[src/rtl/triangle_intlv_ctrl.sv]
// Purpose : sequences one triangleSR through a frame: fill (wr32), diagonal shift, drain (rd1/rdN*).
// Latency : fill words pass through combinationally; drained beats appear one cycle after the read issues.
// Backpress: in_ready only in FILL; a stalled output beat holds stable and blocks further reads.
//
// Ports:
//   clk, rst_n            clock, asynchronous active-low reset
//   start, rd_mode        frame start pulse (IDLE only) and read mode latched with it
//   busy, done            frame in progress / one-cycle completion pulse
//   in_valid/ready/data   upstream 32-bit word stream (FILL phase)
//   wr32_en/data          triangleSR 32-bit write port
//   wr1_en/data           triangleSR single-bit write port, unused (tied 0)
//   diag_shift_en         triangleSR diagonal shift
//   rd1_en..rdN3_en       triangleSR read enables, one per width
//   sr_rd_data            triangleSR read data, valid in the cycle a read enable is high
//   out_valid/ready       downstream beat handshake
//   out_data/nbits/last   drained bits (LSB-aligned), valid bit count, final-beat flag
module triangle_intlv_ctrl #(
    parameter int SIDE        = 128,
    parameter int TOTAL_BITS  = SIDE * (SIDE + 1) / 2,
    parameter int FILL_WORDS  = TOTAL_BITS / 32,
    parameter int DIAG_CYCLES = SIDE,
    parameter int N1          = 38,
    parameter int N2          = 11,
    parameter int N3          = 3
) (
    input  logic          clk,
    input  logic          rst_n,
    input  logic          start,
    input  logic [1:0]    rd_mode,
    output logic          busy,
    output logic          done,
    input  logic          in_valid,
    output logic          in_ready,
    input  logic [31:0]   in_data,
    output logic          wr32_en,
    output logic [31:0]   wr32_data,
    output logic          wr1_en,
    output logic          wr1_data,
    output logic          diag_shift_en,
    output logic          rd1_en,
    output logic          rdN1_en,
    output logic          rdN2_en,
    output logic          rdN3_en,
    input  logic [N1-1:0] sr_rd_data,
    output logic          out_valid,
    input  logic          out_ready,
    output logic [N1-1:0] out_data,
    output logic [5:0]    out_nbits,
    output logic          out_last
);

    // Beats per frame for each read width (ceiling division).
    localparam int BEATS_1  = TOTAL_BITS;
    localparam int BEATS_N1 = (TOTAL_BITS + N1 - 1) / N1;
    localparam int BEATS_N2 = (TOTAL_BITS + N2 - 1) / N2;
    localparam int BEATS_N3 = (TOTAL_BITS + N3 - 1) / N3;

    localparam int WC_W = $clog2(FILL_WORDS + 1);
    localparam int DC_W = (DIAG_CYCLES > 0) ? $clog2(DIAG_CYCLES + 1) : 1;
    localparam int BC_W = $clog2(TOTAL_BITS + 1);

    localparam logic [WC_W-1:0] WC_LAST = WC_W'(FILL_WORDS - 1);
    localparam logic [DC_W-1:0] DC_LAST = DC_W'((DIAG_CYCLES > 0) ? DIAG_CYCLES - 1 : 0);

    localparam logic [BC_W-1:0] LAST_IDX_1  = BC_W'(BEATS_1 - 1);
    localparam logic [BC_W-1:0] LAST_IDX_N1 = BC_W'(BEATS_N1 - 1);
    localparam logic [BC_W-1:0] LAST_IDX_N2 = BC_W'(BEATS_N2 - 1);
    localparam logic [BC_W-1:0] LAST_IDX_N3 = BC_W'(BEATS_N3 - 1);

    localparam logic [5:0] W_1  = 6'd1;
    localparam logic [5:0] W_N1 = 6'(N1);
    localparam logic [5:0] W_N2 = 6'(N2);
    localparam logic [5:0] W_N3 = 6'(N3);

    // Bits left over for the final beat of each mode.
    localparam logic [5:0] TAIL_1  = 6'(TOTAL_BITS - (BEATS_1  - 1) * 1);
    localparam logic [5:0] TAIL_N1 = 6'(TOTAL_BITS - (BEATS_N1 - 1) * N1);
    localparam logic [5:0] TAIL_N2 = 6'(TOTAL_BITS - (BEATS_N2 - 1) * N2);
    localparam logic [5:0] TAIL_N3 = 6'(TOTAL_BITS - (BEATS_N3 - 1) * N3);

    typedef enum logic [2:0] {
        S_IDLE,
        S_FILL,
        S_DIAG,
        S_READ,
        S_FLUSH
    } state_t;

    state_t          state;
    logic [1:0]      mode_q;
    logic [WC_W-1:0] word_cnt;
    logic [DC_W-1:0] diag_cnt;
    logic [BC_W-1:0] beat_cnt;

    logic            fill_hs;
    logic            rd_issue;
    logic [BC_W-1:0] beat_last_idx;
    logic [5:0]      beat_w;
    logic [5:0]      beat_tail;
    logic            is_last_beat;
    logic [5:0]      beat_nbits;
    logic [N1-1:0]   beat_mask;

    // Triangle enables are decoded from state so that exactly one phase can
    // drive the triangleSR in any cycle.
    assign fill_hs  = (state == S_FILL) && in_valid;
    // A new read may only be taken when the output register is free or
    // being emptied this cycle.
    assign rd_issue = (state == S_READ) && (!out_valid || out_ready);

    assign in_ready      = (state == S_FILL);
    assign wr32_en       = fill_hs;
    assign wr32_data     = fill_hs ? in_data : 32'd0;
    assign wr1_en        = 1'b0;
    assign wr1_data      = 1'b0;
    assign diag_shift_en = (state == S_DIAG);
    assign rd1_en        = rd_issue && (mode_q == 2'd0);
    assign rdN1_en       = rd_issue && (mode_q == 2'd1);
    assign rdN2_en       = rd_issue && (mode_q == 2'd2);
    assign rdN3_en       = rd_issue && (mode_q == 2'd3);

    always_comb begin
        beat_last_idx = LAST_IDX_1;
        beat_w        = W_1;
        beat_tail     = TAIL_1;
        case (mode_q)
            2'd1: begin
                beat_last_idx = LAST_IDX_N1;
                beat_w        = W_N1;
                beat_tail     = TAIL_N1;
            end
            2'd2: begin
                beat_last_idx = LAST_IDX_N2;
                beat_w        = W_N2;
                beat_tail     = TAIL_N2;
            end
            2'd3: begin
                beat_last_idx = LAST_IDX_N3;
                beat_w        = W_N3;
                beat_tail     = TAIL_N3;
            end
            default: ;
        endcase
    end

    assign is_last_beat = (beat_cnt == beat_last_idx);
    assign beat_nbits   = is_last_beat ? beat_tail : beat_w;
    // Keeps only the low beat_nbits bits; a shift of N1 or more yields all ones.
    assign beat_mask    = ~({N1{1'b1}} << beat_nbits);

    always_ff @(posedge clk or negedge rst_n) begin
        if (!rst_n) begin
            state     <= S_IDLE;
            mode_q    <= 2'd0;
            word_cnt  <= '0;
            diag_cnt  <= '0;
            beat_cnt  <= '0;
            busy      <= 1'b0;
            done      <= 1'b0;
            out_valid <= 1'b0;
            out_data  <= '0;
            out_nbits <= 6'd0;
            out_last  <= 1'b0;
        end else begin
            done <= 1'b0;

            // Output register empties on handshake; a read issued in the
            // same cycle refills it below.
            if (out_valid && out_ready) begin
                out_valid <= 1'b0;
            end

            case (state)
                S_IDLE: begin
                    if (start) begin
                        mode_q   <= rd_mode;
                        word_cnt <= '0;
                        diag_cnt <= '0;
                        beat_cnt <= '0;
                        busy     <= 1'b1;
                        state    <= S_FILL;
                    end
                end

                S_FILL: begin
                    if (fill_hs) begin
                        word_cnt <= word_cnt + WC_W'(1);
                        if (word_cnt == WC_LAST) begin
                            state <= (DIAG_CYCLES == 0) ? S_READ : S_DIAG;
                        end
                    end
                end

                S_DIAG: begin
                    diag_cnt <= diag_cnt + DC_W'(1);
                    if (diag_cnt == DC_LAST) begin
                        state <= S_READ;
                    end
                end

                S_READ: begin
                    if (rd_issue) begin
                        out_valid <= 1'b1;
                        out_data  <= sr_rd_data & beat_mask;
                        out_nbits <= beat_nbits;
                        out_last  <= is_last_beat;
                        beat_cnt  <= beat_cnt + BC_W'(1);
                        if (is_last_beat) begin
                            state <= S_FLUSH;
                        end
                    end
                end

                S_FLUSH: begin
                    // Final beat is already in the output register; finish
                    // once it has been taken.
                    if (out_valid && out_ready) begin
                        done  <= 1'b1;
                        busy  <= 1'b0;
                        state <= S_IDLE;
                    end
                end

                default: state <= S_IDLE;
            endcase
        end
    end

endmodule

[config.mk]
export PLATFORM = sky130hd
export DESIGN_NAME = triangle_intlv_ctrl
export DESIGN_NICKNAME = d
export VERILOG_FILES = /design/src/rtl/triangle_intlv_ctrl.sv
export SDC_FILE = /design/constraint.sdc
export NUM_CORES = 1
export LEC_CHECK = 0
export CAP_MARGIN = 20
export CORE_MARGIN = 2
export CORE_UTILIZATION = 44
export CTS_CLUSTER_SIZE = 24
export DETAILED_ROUTE_END_ITERATION = 6
export GPL_ROUTABILITY_DRIVEN = 1
export PLACE_DENSITY = 0.81
export SETUP_SLACK_MARGIN = 0.3
export SLEW_MARGIN = 15
export SYNTH_ARGS = -nofsm -noshare
export SYNTH_HDL_FRONTEND = slang
export SYNTH_SLANG_ARGS = --single-unit
[constraint.sdc]
create_clock -name clk -period 3.05 [get_ports clk]
set_input_delay 0.7625 -clock clk [delete_from_list [all_inputs] [get_ports clk]]
set_output_delay 0.7625 -clock clk [all_outputs]
set_load 0.02 [all_outputs]
### After elaboration in Yosys (flattened, before gate mapping)

Index checks and enable logic that the tools add are counted.

* output and inout port bits: 89
* RAM bits: 0
* memories: 0
* bits in registers: 84
* logic and storage cells: 85
* bits in latches: 0
* memory bits (read-only): 0
* input port bits: 77

* divide/modulo/power cells: 0
* bitwise operators: 2
* reduce and logical (&&, ||, !) cells: 22
* muxes and demuxes: 29
* eq/ne operators: 17
* magnitude comparators: 0
* add/sub/neg operators: 3
* shifts and indexed selects: 1
* multiply operators: 0

Operators by type and width (count)
* $pmux 14 s3: 1
* $and 38x38->38: 1
* $not 38->38: 1
* $shl 38x6->38 const A: 1
* $mux 32: 1
* $mux 14: 2
* $pmux 14 s2: 1
* $mux 3: 7
* $mux 9: 2
* $pmux 6 s3: 1
* $pmux 9 s2: 1
* $pmux 8 s2: 1
* $pmux 3 s5: 1
* $add 14x1->14 const B: 1
* $eq 14x14->1: 1
* $pmux 4 s3: 1
* $add 9x1->9 const B: 1
* $eq 9x9->1 const B: 1
* $reduce_and 3->1: 3
* $add 8x1->8 const B: 1
* $eq 8x7->1 const B: 1
* $mux 8: 1
* $ne 2x2->1 const B: 4
* $reduce_bool 2->1: 4
* other kinds (16): 34

### Longest topological paths before layout

Gate-level depths: netlist of run 1.

* depth after elaboration: 7
* gate-level depth with buffers: 8
* mapped depth without buffers: 7

### Least setup slack after synthesis of run 1

No wires, ideal clock.

* kind: input port to output port
* start point: input in_valid
* end point: output wr32_data[23]
* slack: 0.223 ns
* required time: 2.288 ns
* arrival: 2.064 ns
* stages: 4
* path buffers: 2
* cell sequence: nor4bb_1 > clkbuf_1 > clkbuf_1 > and2_1

* cells in the longest elaborated chain, start to end: 2

RTL lines
* from (decl): line 32 `input logic in_valid,`
* $logic_and 1x1->1: line 106 `assign fill_hs = (state == S_FILL) && in_valid;`
* named net wr32_en: line 35 `output logic wr32_en,`
* $mux 32: line 113 `assign wr32_data = fill_hs ? in_data : 32'd0;`
* to (decl): line 36 `output logic [31:0] wr32_data,`

The timed path passes the listed nets, and every way through them passes these cells.

### Worst setup path in the final report of run 1

* start point: input out_ready
* end point: output rd1_en

* cells in the longest elaborated chain, start to end: 3

RTL lines
* from (decl): line 46 `input logic out_ready,`
* $logic_or 1x1->1: line 109 `assign rd_issue = (state == S_READ) && (!out_valid || out_ready);`
* $logic_and 1x1->1: line 109
* $logic_and 1x1->1: line 117 `assign rd1_en = rd_issue && (mode_q == 2'd0);`
* to (decl): line 40 `output logic rd1_en,`

No other way between the ends.

==> results of run 1 <==
cell type report:
class,count,area share (%)
clock buffers,9,1.99
repair buffers,192,27.8
clock inverters,6,1.09
flip-flops and latches,83,33.4
multi-input cells,310,32.4
well taps,129,2.59
inverters,11,0.663
power by group:
group	internal [mW]	total (mW)	leakage [nW]	switching (mW)
sequential	1.14	1.18	1.09	0.0427
clock	0.375	0.780	0.0913	0.405
combinational	0.184	0.350	1.71	0.166
total	1.70	2.31	2.89	0.614
cells by family after synthesis:
logic type,Yosys count
xor gates and xnor gates,20
other,1
DFF,83
buffers and inverters,39
and+or+nand+nor,180
adders and majority gates,9
AOI/OAI and AO/OA,93
muxes,5
through the flow:
step / worst slack [ps] / hold WS, ps
global placement: -261 / 459
floorplan: 362 / 438
finish: 366 / 452
CTS: 303 / 474
detailed placement: -334 / 461
global route: 305 / 498
placed cells by master, fill, tap and decap left out, types with 3 or more instances in the layout:
master,netlist,routed
a21o_1,4,4
a21oi_1,10,10
a22o_1,24,24
a31oi_1,5,5
and2_1,36,36
and3_1,5,4
and3b_1,3,3
buf_12,0,3
buf_2,5,27
buf_4,3,29
clkbuf_2,1,5
clkbuf_8,0,9
clkdlybuf4s50_1,0,121
conb_1,1,3
dfrtp_1,83,80
dfrtp_2,0,3
dlygate4sd2_1,0,4
ha_1,9,9
inv_1,9,8
mux2i_1,4,4
nand2_1,47,45
nand3_1,17,16
nand4_1,6,6
nor2_1,35,35
nor3_1,7,7
nor3b_1,3,3
nor4_1,5,5
o211ai_1,4,4
o21ai_0,25,25
xnor2_1,10,10
xor2_1,10,10
sequential cells by signal, indices dropped and copies added (netlist names):
name / count
mode_q: 2
diag_cnt: 8
beat_cnt: 14
done: 1
out_valid: 1
out_nbits: 5
out_data: 38
busy: 1
word_cnt: 9
state: 3
out_last: 1
path summary, 6_finish.rpt:
check                           depth (start not counted)                       end
worst max-delay path                                    5                    rd1_en
worst min-delay path                                    1  out_data[34]$_DFFE_PN0P_
worst max register to register                          7  out_nbits[2]$_DFFE_PN0P_
worst min register to register                          1   diag_cnt[7]$_DFFE_PN0P_
max in group asynchronous                               2  beat_cnt[10]$_DFFE_PN0P_
min in group clk                                        1   diag_cnt[7]$_DFFE_PN0P_
what timing repair did:
item,4_1_cts,5_1_grt
setup buffers,2,8
setup endpoints to repair,39,57
pin swaps,1,0
resized for setup,119,40
cloned,2,0
layer usage:
| metal | up-vias | global-route usage, % | part of all wire [%] |
|---|---|---|---|
| li1 | 1868 | - | - |
| met1 | 1918 | 31.5 | 44 |
| met2 | 96 | 37.9 | 51 |
| met3 | 15 | 3.56 | 3.4 |
| met4 | 0 | 7.18 | 1.5 |
| met5 | - | 0 | 0 |
==> results.ini, run 1 <==
[synth]
synthArstFlopShare_pct=100
synth_top_area_share_pct=49.2
synthSimpleGateAreaFrac_pct=22.6
synth_adder_area_share_pct=2.67
yosysTopAreaCell=dfrtp_1
synth_common_cells=dfrtp_1 (83), nand2_1 (47), and2_1 (36)
ys_ff_latch=83
synth-xor-area-share_pct=4.15
ys_seq_area_share_pct=49.2
yosysWarnings=0
synthMuxAreaShare_pct=1.22
yosysMostFrequentCell=dfrtp_1
synthesis.area_sq_um=4220
synthTopCellsByArea=dfrtp_1 (49%), and2_1 (5.3%), a22o_1 (5.0%)
syn_area_per_cell_sq_um=9.81
synth_compound_area_share_pct=15.8
ys_types=62
ys.flop_type=dfrtp_1
syn_inst=430
synth_edf_count=0
synth_top_family_by_area=simple AND/OR/NAND/NOR gates

[clock_tree]
cts_made_buffers=9
cts_max_level=3
path_clk_slew_ps=90
cts_tree=built
ctsLongestPathBuffers=2
cts.sinks=83
clock_latency_ps=360
cts-root-buf=clkbuf_8
holdBufCountCts=0

[status]
outcome=finished clean

[pwr]
leakage_nw=2.89
max-vdd-ir-drop_mv=0.190
power.density_nw_per_um2=371
finalPower_mw=2.31

[timing]
hold_viol_final=0
worst_pin_slew_ps=703
fin_skew_ps=17.9
drv_slew=0
finalSetupViolCount=0
rsz0062_at_grt=no
post-route-period-util_pct=88.0
fmax_mhz=373
slew_headroom_pct=53.2
period_minus_slack_ps=2680
setup_tns_ps=0

[worst_setup_path]
slowest_stage=clkdlybuf4s50_1
critical_path.max_stage_delay_ps=470
critical_path.top_delay_family=buffers and inverters
critPathCaptureType=output port
reg2reg_slack_ps=490
critical_path_required_ps=2290
critPathArrivalTime_ps=1920
worstSetupPathType=input port to output port
path_buf_inv=2
reg2reg_from=mode_q[0]$_DFFE_PN0P_
critPathMaxFanout=5
timing.critical_path.cells=clkdlybuf4s50_1, nand2b_4, and3_4, and2_1, buf_2
startpoint_type=input port
cp-startpoint=out_ready

[routing]
routed_wl_mm=11.9
via_count=3897
dr.pass1.iters=4
drc=0
ant_nets=0
drt-wirelength-per-cell_microns=16.1
drt-initial-drc-count=175
via_per_inst=5.27

[job]
max_cap_viol_count=0

[die]
core_sq_um=9280
pin_count=166
initial_core_util_pct=45.5
die_h_microns=102
rows=35
dieWidth_microns=102
dieArea_sq_um=10400

[cells_and_area]
fillers=724
fin_util_pct=67.1
design_area_sq_um=6230
nets=693
multi_input_area_sq_um=2020
fin_cells=740
seq_area_sq_um=2080
area_growth_pct=47.5
n_antenna_cell=0
drive_above_1_share_pct=17.0

[grt]
overflow=0
antenna_found_initial=0
grt_pass1_wl_mm=19.1
grt_max_degree=55
grt_usage_pct=23.0
grt_pass1_vias=3756

[placement]
dpl_cell_area_sq_um=6070
numPortBuffers=162
placedCellCount=713
place.gp.congestion=0.838
post-dp-hpwl_mm=8.49

[hold_path]
hp-class=input port to asynchronous set/reset pin

Note: power is estimated with default switching activity, not from simulation.
==> inputs of run 2 (changes only) <==
--- a/config.mk
+++ b/config.mk
@@ -5,7 +5,6 @@
 export SDC_FILE = /design/constraint.sdc
 export NUM_CORES = 1
 export LEC_CHECK = 0
-export CAP_MARGIN = 20
 export CORE_MARGIN = 2
 export CORE_UTILIZATION = 44
 export CTS_CLUSTER_SIZE = 24
==> results of run 2 <==
The final DEF is identical to that of run 1; final timing and power are the same.
